[config.mk]
export PLATFORM = sky130hd
export DESIGN_NAME = cpu_mem_loader_flat
export DESIGN_NICKNAME = d
export VERILOG_FILES = /design/src/rtl/cpu_mem_loader_if.sv /design/src/rtl/cpu_mem_loader.sv /design/src/flat_wrapper.sv
export SDC_FILE = /design/constraint.sdc
export NUM_CORES = 1
export LEC_CHECK = 0
export CORE_AREA = 3 3 187 189
export DETAILED_ROUTE_END_ITERATION = 8
export DIE_AREA = 0 0 190 192
export MAX_ROUTING_LAYER = met4
export SYNTH_ARGS = -nofsm -noshare
export SYNTH_HDL_FRONTEND = slang
export SYNTH_SLANG_ARGS = --single-unit
[constraint.sdc]
create_clock -name clk -period 3.3 [get_ports clk]
set_input_delay 0.33 -clock clk [delete_from_list [all_inputs] [get_ports clk]]
set_output_delay 0.33 -clock clk [all_outputs]
set_load 0.005 [all_outputs]
[src/rtl/cpu_mem_loader_if.sv]
// Bundle of every signal between the loader and its neighbours: host control,
// program input stream, dump output stream, and both CPU external memory ports.
// master = loader side, slave = host / CPU-wrapper side.
interface cpu_mem_loader_if #(
  parameter int RUN_W = 32
) ();
  // host control and status
  logic             start;
  logic [9:0]       prog_len;
  logic [RUN_W-1:0] run_cycles;
  logic [10:0]      dump_len;
  logic             busy;
  logic             done;
  logic             error;
  logic             cpu_enable;
  // program input stream
  logic             in_valid;
  logic             in_ready;
  logic [31:0]      in_data;
  // dump output stream
  logic             out_valid;
  logic             out_ready;
  logic [63:0]      out_data;
  // instruction memory external port
  logic [63:0]      addr_ext;
  logic             wen_ext;
  logic             ren_ext;
  logic [31:0]      wdata_ext;
  logic [31:0]      rdata_ext;
  // data memory external port
  logic [63:0]      addr_ext_2;
  logic             wen_ext_2;
  logic             ren_ext_2;
  logic [63:0]      wdata_ext_2;
  logic [63:0]      rdata_ext_2;

  modport master (
    input  start, prog_len, run_cycles, dump_len,
    input  in_valid, in_data, out_ready, rdata_ext, rdata_ext_2,
    output busy, done, error, cpu_enable,
    output in_ready, out_valid, out_data,
    output addr_ext, wen_ext, ren_ext, wdata_ext,
    output addr_ext_2, wen_ext_2, ren_ext_2, wdata_ext_2
  );

  modport slave (
    output start, prog_len, run_cycles, dump_len,
    output in_valid, in_data, out_ready, rdata_ext, rdata_ext_2,
    input  busy, done, error, cpu_enable,
    input  in_ready, out_valid, out_data,
    input  addr_ext, wen_ext, ren_ext, wdata_ext,
    input  addr_ext_2, wen_ext_2, ren_ext_2, wdata_ext_2
  );
endinterface

[src/rtl/cpu_mem_loader.sv]
// Host-side initiator for the CPU external memory ports: loads a program into
// IMEM from an input stream, runs the CPU for a fixed cycle count, then reads
// DMEM back and emits each word on an output stream.
// Latency: one program word per cycle while in_valid; one dump word per >=3 cycles.
// Backpressure: in_ready is high only in LOAD; out_valid/out_data hold until out_ready.
// Ports: clk, arst_n (synchronous active-low), bus (cpu_mem_loader_if.master).
// Optional feature macro LOADER_VERIFY_EN: read back IMEM after LOAD and flag
// any mismatch on a sticky error output; without it error and ren_ext are 0.
module cpu_mem_loader #(
  parameter int IMEM_WORDS = 128,
  parameter int DMEM_WORDS = 128,
  parameter int RUN_W      = 32
) (
  input  logic             clk,
  input  logic             arst_n,
  cpu_mem_loader_if.master bus
);

  typedef enum logic [3:0] {
    S_IDLE,
    S_LOAD,
    S_VRD,    // verify: issue IMEM read
    S_VCHK,   // verify: compare returned word
    S_RUN,
    S_DRD,
    S_DWAIT,
    S_DOUT,
    S_DONE
  } state_e;

  state_e           state_q, state_d;
  logic [10:0]      idx_q, idx_d;
  logic [10:0]      plen_q, plen_d;
  logic [10:0]      dlen_q, dlen_d;
  logic [RUN_W-1:0] run_q, run_d;
  logic [RUN_W-1:0] rcnt_q, rcnt_d;
  logic [63:0]      odat_q, odat_d;

`ifdef LOADER_VERIFY_EN
  localparam int IAW = $clog2(IMEM_WORDS);
  logic             err_q, err_d;
  // Copy of every loaded word, needed to know what readback should return.
  logic [31:0]      shadow_q [IMEM_WORDS];
`else
  // Readback data has no consumer when verification is compiled out.
  logic             unused_rdata;
  assign unused_rdata = ^bus.rdata_ext;
`endif

  // Lengths beyond the memory depth are cut so the address never wraps.
  function automatic logic [10:0] clamp_len(input logic [10:0] len, input int depth);
    if (int'(len) > depth) return 11'(depth);
    return len;
  endfunction

  // First non-empty phase once loading (and verify) is behind us.
  function automatic state_e after_load(input logic [RUN_W-1:0] rc, input logic [10:0] dl);
    if (rc != '0) return S_RUN;
    if (dl != '0) return S_DRD;
    return S_DONE;
  endfunction

  always_ff @(posedge clk) begin
    if (!arst_n) begin
      state_q <= S_IDLE;
      idx_q   <= '0;
      plen_q  <= '0;
      dlen_q  <= '0;
      run_q   <= '0;
      rcnt_q  <= '0;
      odat_q  <= '0;
`ifdef LOADER_VERIFY_EN
      err_q   <= 1'b0;
`endif
    end else begin
      state_q <= state_d;
      idx_q   <= idx_d;
      plen_q  <= plen_d;
      dlen_q  <= dlen_d;
      run_q   <= run_d;
      rcnt_q  <= rcnt_d;
      odat_q  <= odat_d;
`ifdef LOADER_VERIFY_EN
      err_q   <= err_d;
`endif
    end
  end

`ifdef LOADER_VERIFY_EN
  // Shadow store is pure data, so it needs no reset.
  always_ff @(posedge clk) begin
    if (state_q == S_LOAD && bus.in_valid) begin
      shadow_q[idx_q[IAW-1:0]] <= bus.in_data;
    end
  end
`endif

  always_comb begin
    state_d = state_q;
    idx_d   = idx_q;
    plen_d  = plen_q;
    dlen_d  = dlen_q;
    run_d   = run_q;
    rcnt_d  = rcnt_q;
    odat_d  = odat_q;
`ifdef LOADER_VERIFY_EN
    err_d   = err_q;
`endif
    bus.in_ready   = 1'b0;
    bus.out_valid  = 1'b0;
    bus.cpu_enable = 1'b0;
    bus.done       = 1'b0;
    bus.addr_ext   = '0;
    bus.wen_ext    = 1'b0;
    bus.ren_ext    = 1'b0;
    bus.wdata_ext  = '0;
    bus.addr_ext_2 = '0;
    bus.ren_ext_2  = 1'b0;

    case (state_q)
      S_IDLE: begin
        if (bus.start) begin
          plen_d = clamp_len({1'b0, bus.prog_len}, IMEM_WORDS);
          dlen_d = clamp_len(bus.dump_len, DMEM_WORDS);
          run_d  = bus.run_cycles;
          idx_d  = '0;
          rcnt_d = '0;
`ifdef LOADER_VERIFY_EN
          err_d  = 1'b0;
`endif
          // Decide on the freshly clamped values so empty phases are skipped now.
          state_d = (plen_d != '0) ? S_LOAD : after_load(run_d, dlen_d);
        end
      end

      S_LOAD: begin
        bus.in_ready = 1'b1;
        if (bus.in_valid) begin
          bus.wen_ext   = 1'b1;
          bus.wdata_ext = bus.in_data;
          bus.addr_ext  = 64'({idx_q, 2'b00});
          if (idx_q == plen_q - 11'd1) begin
            idx_d = '0;
`ifdef LOADER_VERIFY_EN
            state_d = S_VRD;
`else
            state_d = after_load(run_q, dlen_q);
`endif
          end else begin
            idx_d = idx_q + 11'd1;
          end
        end
      end

`ifdef LOADER_VERIFY_EN
      S_VRD: begin
        bus.ren_ext  = 1'b1;
        bus.addr_ext = 64'({idx_q, 2'b00});
        state_d      = S_VCHK;
      end

      S_VCHK: begin
        // rdata_ext now carries the word requested in S_VRD.
        if (bus.rdata_ext != shadow_q[idx_q[IAW-1:0]]) begin
          err_d = 1'b1;
        end
        if (idx_q == plen_q - 11'd1) begin
          idx_d   = '0;
          state_d = after_load(run_q, dlen_q);
        end else begin
          idx_d   = idx_q + 11'd1;
          state_d = S_VRD;
        end
      end
`endif

      S_RUN: begin
        bus.cpu_enable = 1'b1;
        if (rcnt_q == run_q - RUN_W'(1)) begin
          rcnt_d  = '0;
          state_d = (dlen_q != '0) ? S_DRD : S_DONE;
        end else begin
          rcnt_d = rcnt_q + RUN_W'(1);
        end
      end

      S_DRD: begin
        bus.ren_ext_2  = 1'b1;
        bus.addr_ext_2 = 64'({idx_q, 3'b000});
        state_d        = S_DWAIT;
      end

      S_DWAIT: begin
        odat_d  = bus.rdata_ext_2;
        state_d = S_DOUT;
      end

      S_DOUT: begin
        bus.out_valid = 1'b1;
        if (bus.out_ready) begin
          if (idx_q == dlen_q - 11'd1) begin
            idx_d   = '0;
            state_d = S_DONE;
          end else begin
            idx_d   = idx_q + 11'd1;
            state_d = S_DRD;
          end
        end
      end

      S_DONE: begin
        bus.done = 1'b1;
        state_d  = S_IDLE;
      end

      default: state_d = S_IDLE;
    endcase
  end

  assign bus.busy        = (state_q != S_IDLE) && (state_q != S_DONE);
  assign bus.out_data    = odat_q;
  assign bus.wen_ext_2   = 1'b0;
  assign bus.wdata_ext_2 = '0;
`ifdef LOADER_VERIFY_EN
  assign bus.error = err_q;
`else
  assign bus.error = 1'b0;
`endif

endmodule

[src/flat_wrapper.sv]
// flat-port wrapper written by rule: the top's interface ports become plain ports
module cpu_mem_loader_flat 
#(
  parameter int IMEM_WORDS = 128,
  parameter int DMEM_WORDS = 128,
  parameter int RUN_W      = 32
)
  (clk, arst_n, bus_start, bus_prog_len, bus_run_cycles, bus_dump_len, bus_in_valid, bus_in_data, bus_out_ready, bus_rdata_ext, bus_rdata_ext_2, bus_busy, bus_done, bus_error, bus_cpu_enable, bus_in_ready, bus_out_valid, bus_out_data, bus_addr_ext, bus_wen_ext, bus_ren_ext, bus_wdata_ext, bus_addr_ext_2, bus_wen_ext_2, bus_ren_ext_2, bus_wdata_ext_2);
  cpu_mem_loader_if #(.RUN_W(RUN_W)) bus_i ();
  input  logic clk;
  input  logic arst_n;
  input wire logic [$bits(bus_i.start)-1:0] bus_start;
  input wire logic [$bits(bus_i.prog_len)-1:0] bus_prog_len;
  input wire logic [$bits(bus_i.run_cycles)-1:0] bus_run_cycles;
  input wire logic [$bits(bus_i.dump_len)-1:0] bus_dump_len;
  input wire logic [$bits(bus_i.in_valid)-1:0] bus_in_valid;
  input wire logic [$bits(bus_i.in_data)-1:0] bus_in_data;
  input wire logic [$bits(bus_i.out_ready)-1:0] bus_out_ready;
  input wire logic [$bits(bus_i.rdata_ext)-1:0] bus_rdata_ext;
  input wire logic [$bits(bus_i.rdata_ext_2)-1:0] bus_rdata_ext_2;
  output wire logic [$bits(bus_i.busy)-1:0] bus_busy;
  output wire logic [$bits(bus_i.done)-1:0] bus_done;
  output wire logic [$bits(bus_i.error)-1:0] bus_error;
  output wire logic [$bits(bus_i.cpu_enable)-1:0] bus_cpu_enable;
  output wire logic [$bits(bus_i.in_ready)-1:0] bus_in_ready;
  output wire logic [$bits(bus_i.out_valid)-1:0] bus_out_valid;
  output wire logic [$bits(bus_i.out_data)-1:0] bus_out_data;
  output wire logic [$bits(bus_i.addr_ext)-1:0] bus_addr_ext;
  output wire logic [$bits(bus_i.wen_ext)-1:0] bus_wen_ext;
  output wire logic [$bits(bus_i.ren_ext)-1:0] bus_ren_ext;
  output wire logic [$bits(bus_i.wdata_ext)-1:0] bus_wdata_ext;
  output wire logic [$bits(bus_i.addr_ext_2)-1:0] bus_addr_ext_2;
  output wire logic [$bits(bus_i.wen_ext_2)-1:0] bus_wen_ext_2;
  output wire logic [$bits(bus_i.ren_ext_2)-1:0] bus_ren_ext_2;
  output wire logic [$bits(bus_i.wdata_ext_2)-1:0] bus_wdata_ext_2;
  assign bus_i.start = bus_start;
  assign bus_i.prog_len = bus_prog_len;
  assign bus_i.run_cycles = bus_run_cycles;
  assign bus_i.dump_len = bus_dump_len;
  assign bus_i.in_valid = bus_in_valid;
  assign bus_i.in_data = bus_in_data;
  assign bus_i.out_ready = bus_out_ready;
  assign bus_i.rdata_ext = bus_rdata_ext;
  assign bus_i.rdata_ext_2 = bus_rdata_ext_2;
  assign bus_busy = bus_i.busy;
  assign bus_done = bus_i.done;
  assign bus_error = bus_i.error;
  assign bus_cpu_enable = bus_i.cpu_enable;
  assign bus_in_ready = bus_i.in_ready;
  assign bus_out_valid = bus_i.out_valid;
  assign bus_out_data = bus_i.out_data;
  assign bus_addr_ext = bus_i.addr_ext;
  assign bus_wen_ext = bus_i.wen_ext;
  assign bus_ren_ext = bus_i.ren_ext;
  assign bus_wdata_ext = bus_i.wdata_ext;
  assign bus_addr_ext_2 = bus_i.addr_ext_2;
  assign bus_wen_ext_2 = bus_i.wen_ext_2;
  assign bus_ren_ext_2 = bus_i.ren_ext_2;
  assign bus_wdata_ext_2 = bus_i.wdata_ext_2;
  cpu_mem_loader #(.IMEM_WORDS(IMEM_WORDS), .DMEM_WORDS(DMEM_WORDS), .RUN_W(RUN_W)) u_core (.clk(clk), .arst_n(arst_n), .bus(bus_i));
endmodule
==> metrics.yaml <==
hold_path.class: "in -> reg"
synth-edff-count: 0
cts_tree: "done"
slew_viol_final: 0
grt_use_total_pct: 17.3
synth_cells: 1357
irDropWorstVdd_v: 0.000285
grt_pass1_wl_mm: 49.0
cts_buffers: 17
tightest_slew_ns: 0.719
first_pass_iters: 5
seq_area_frac_synth_pct: 31.5
clk_pin_slew_worst_paths_ns: 0.07
die-area_sq_mm: 0.0365
setup_tns_ns: 0
status: "finished, final reports clean"
clockRootBuffer: "clkbuf_16"
hold_path_depth: 3
drt_iter0_drc: 489
end_kind: "flop"
fin_nets: 1807
cp_max_fo: 25
gr-total-overflow: 0
p_leak_nw: 5.42
antenna_found_initial: 1
synth_flop_cell: "dfxtp_1"
max_freq_mhz: 316
mostFrequentLayoutCells: "277 x clkdlybuf4s50_1, 246 x nand2_1, 173 x conb_1"
wl_per_cell_um: 15.7
port_buffers: 278
syn_area_sq_mm: 0.0104
finalSetupViolations: 0
vias_per_cell: 4.71
synth_cell_types: 79
cap_violations: 0
nFillCells: 3393
critPathLaunchType: "flop"
cts_buffer_depth: 2
avgSynthCellArea_sq_um: 7.67
yosysTopAreaCell: "dfxtp_1"
async_reset_ff_share_pct: 0
area_growth_pct: 32.1
routed-via-count: 9788
hold_viol: 0
drive_gt1_share_pct: 6.76
io_pins: 484
synth_seq_cells: 164
grt_start_max_net_pins: 65
wl_mm: 32.6
worstPathRequired_ns: 3.63
yosysWarnings: 0
grt_pass1_vias: 8916
initial_core_util_pct: 31.1
cts.sinks: 164
die_h_um: 192
worst-r2r-setup-slack_ns: 0.14
place_hpwl_mm: 25.2
gp_congestion: 0.875
clkLatencyLatePin_ns: 0.44
synthTopCellsByArea: "dfxtp_1 32%, buf_4 12%, nand2_1 8.9%, and3_1 3.9%, a21boi_0 3.9%"
arrival_ns: 3.49
slew_headroom_pct: 52.1
rsz0062_at_grt: "false"
finalCriticalPeriod_ns: 3.16
fp-row-count: 67
final_util_pct: 41.1
worstSetupPathType: "reg -> reg"
antenna_left: 0
skew_ns: 0.0177
yosys.area.top_type_share_pct: 31.5
period_share_pct: 95.8
core-area_sq_mm: 0.0334
cts_hold_buf: 0
die_w_um: 190
power_density_mw_per_mm2: 508
cts-htree-levels: 4
route.detailed.drc: 0
mostFrequentLayoutCell: "clkdlybuf4s50_1"
worst-r2r-cell-count: 10
cell families (layout without fill, tap and decap cells):
kind of cell             Yosys count  in the layout  share of synthesized area [%]
AO/OA/AOI/OAI                    225            226                           15.1
XOR/XNOR                          74             74                           6.23
adder cells (fa/ha/maj)            6              6                          0.721
buffers and inverters            276            374                           16.4
flip-flops                       164            164                           31.5
multiplexers                      13             13                           1.27
other                              1            174                         0.0360
AND/OR/NAND/NOR                  598            598                           28.7
metrics by stage:
step | power (W) | hold slack, ns | area, sq um | std cells | setup slack [ns]
final | 0.00699 | 0.292 | 13800 | 2077 | 0.139
after global routing | 0.00741 | 0.300 | 13800 | 2077 | 0.00143
after CTS | 0.00697 | 0.280 | 13700 | 2075 | 0.0743
after detailed placement | 0.00492 | 0.446 | 13100 | 2043 | 0.114
after global placement | 0.00489 | 0.442 | 13100 | 2043 | 0.184
after floorplan | 0.00405 | 0.447 | 11100 | 1529 | 0.410
critical path: stages, from the launching register on:
cell and delay (ns):
dfxtp_1 0.37, nor4_1 0.42, nand3_2 0.28, nor3_2 0.40
mux2i_1 0.13, o311a_1 0.41, nor3_2 0.29, a31oi_4 0.21
buf_12 0.21, a21o_1 0.15, a22o_1 0.16
state kept, by name, summed over array words and instances (netlist names):
| register | count |
|---|---|
| u_core.bus.out_data | 64 |
| u_core.run_q | 32 |
| u_core.plen_q | 10 |
| u_core.idx_q | 11 |
| u_core.state_q | 4 |
| u_core.rcnt_q | 32 |
| u_core.dlen_q | 11 |
worst paths after layout:
kind | startpoint | endpoint
setup reg to reg | u_core.run_q[8]$_SDFFE_PN0P_ | u_core.rcnt_q[10]$_SDFFE_PN0P_
hold / removal | arst_n | u_core.state_q[2]$_SDFFE_PN0P_
hold reg to reg | u_core.bus.out_data[12]$_SDFFE_PN0P_ | u_core.bus.out_data[12]$_SDFFE_PN0P_
setup / recovery | u_core.run_q[8]$_SDFFE_PN0P_ | u_core.rcnt_q[10]$_SDFFE_PN0P_
repair_timing:
| action | in CTS | in global routing |
|---|---|---|
| resized for setup | 0 | 9 |
| setup buffers | 0 | 0 |
| setup endpoints to repair | 0 | 33 |
synth_stat cells (3+ instances only):
cell type	instances
or4_1	5
a311oi_1	5
buf_1	4
a221oi_1	3
nor4_1	28
nand4_1	16
o21ai_1	5
mux2i_1	11
nand2_1	246
or3_1	5
nand2b_1	7
inv_1	24
o21ai_0	14
xor2_1	37
xnor2_1	37
and2_1	16
nor2_1	77
nand3_1	43
ha_1	6
a31oi_1	7
and3_1	65
a21boi_0	54
and4_1	9
nand3b_1	6
a21o_1	5
a221o_1	5
or2_2	8
a21oi_1	64
nand4b_1	3
clkbuf_1	64
a22o_1	7
buf_2	7
nor2b_1	14
buf_4	173
a211oi_1	7
a41oi_1	3
dfxtp_1	164
o211a_1	3
a22oi_1	13
nor3_1	31
area by class of cell:
class | count | area, sq um | area share, %
diodes | 1 | 2.50 | 0.0182
clock buffers | 18 | 439 | 3.19
clock inverters | 14 | 154 | 1.12
inverters | 25 | 93.8 | 0.682
multi-input cells | 1090 | 6120 | 44.5
flip-flops and latches | 164 | 3280 | 23.9
well taps | 448 | 561 | 4.08
repair buffers | 317 | 3100 | 22.5
routing by layer:
metal	track usage [%]	part of all wire [%]	up-vias	wire (um)
met5	-	0	-	0
met4	3.78	0.94	0	307
met2	29.2	48	379	15700
met1	21.0	43	4537	14000
met3	4.53	7.9	22	2590
li1	-	-	4850	-
power breakdown:
group          switching, W  internal [W]
Clock              0.000980       0.00104
Combinational       0.00146       0.00121
Sequential         0.000198       0.00210
Total               0.00264       0.00435
No activity file was read; power rests on OpenSTA's default activity.
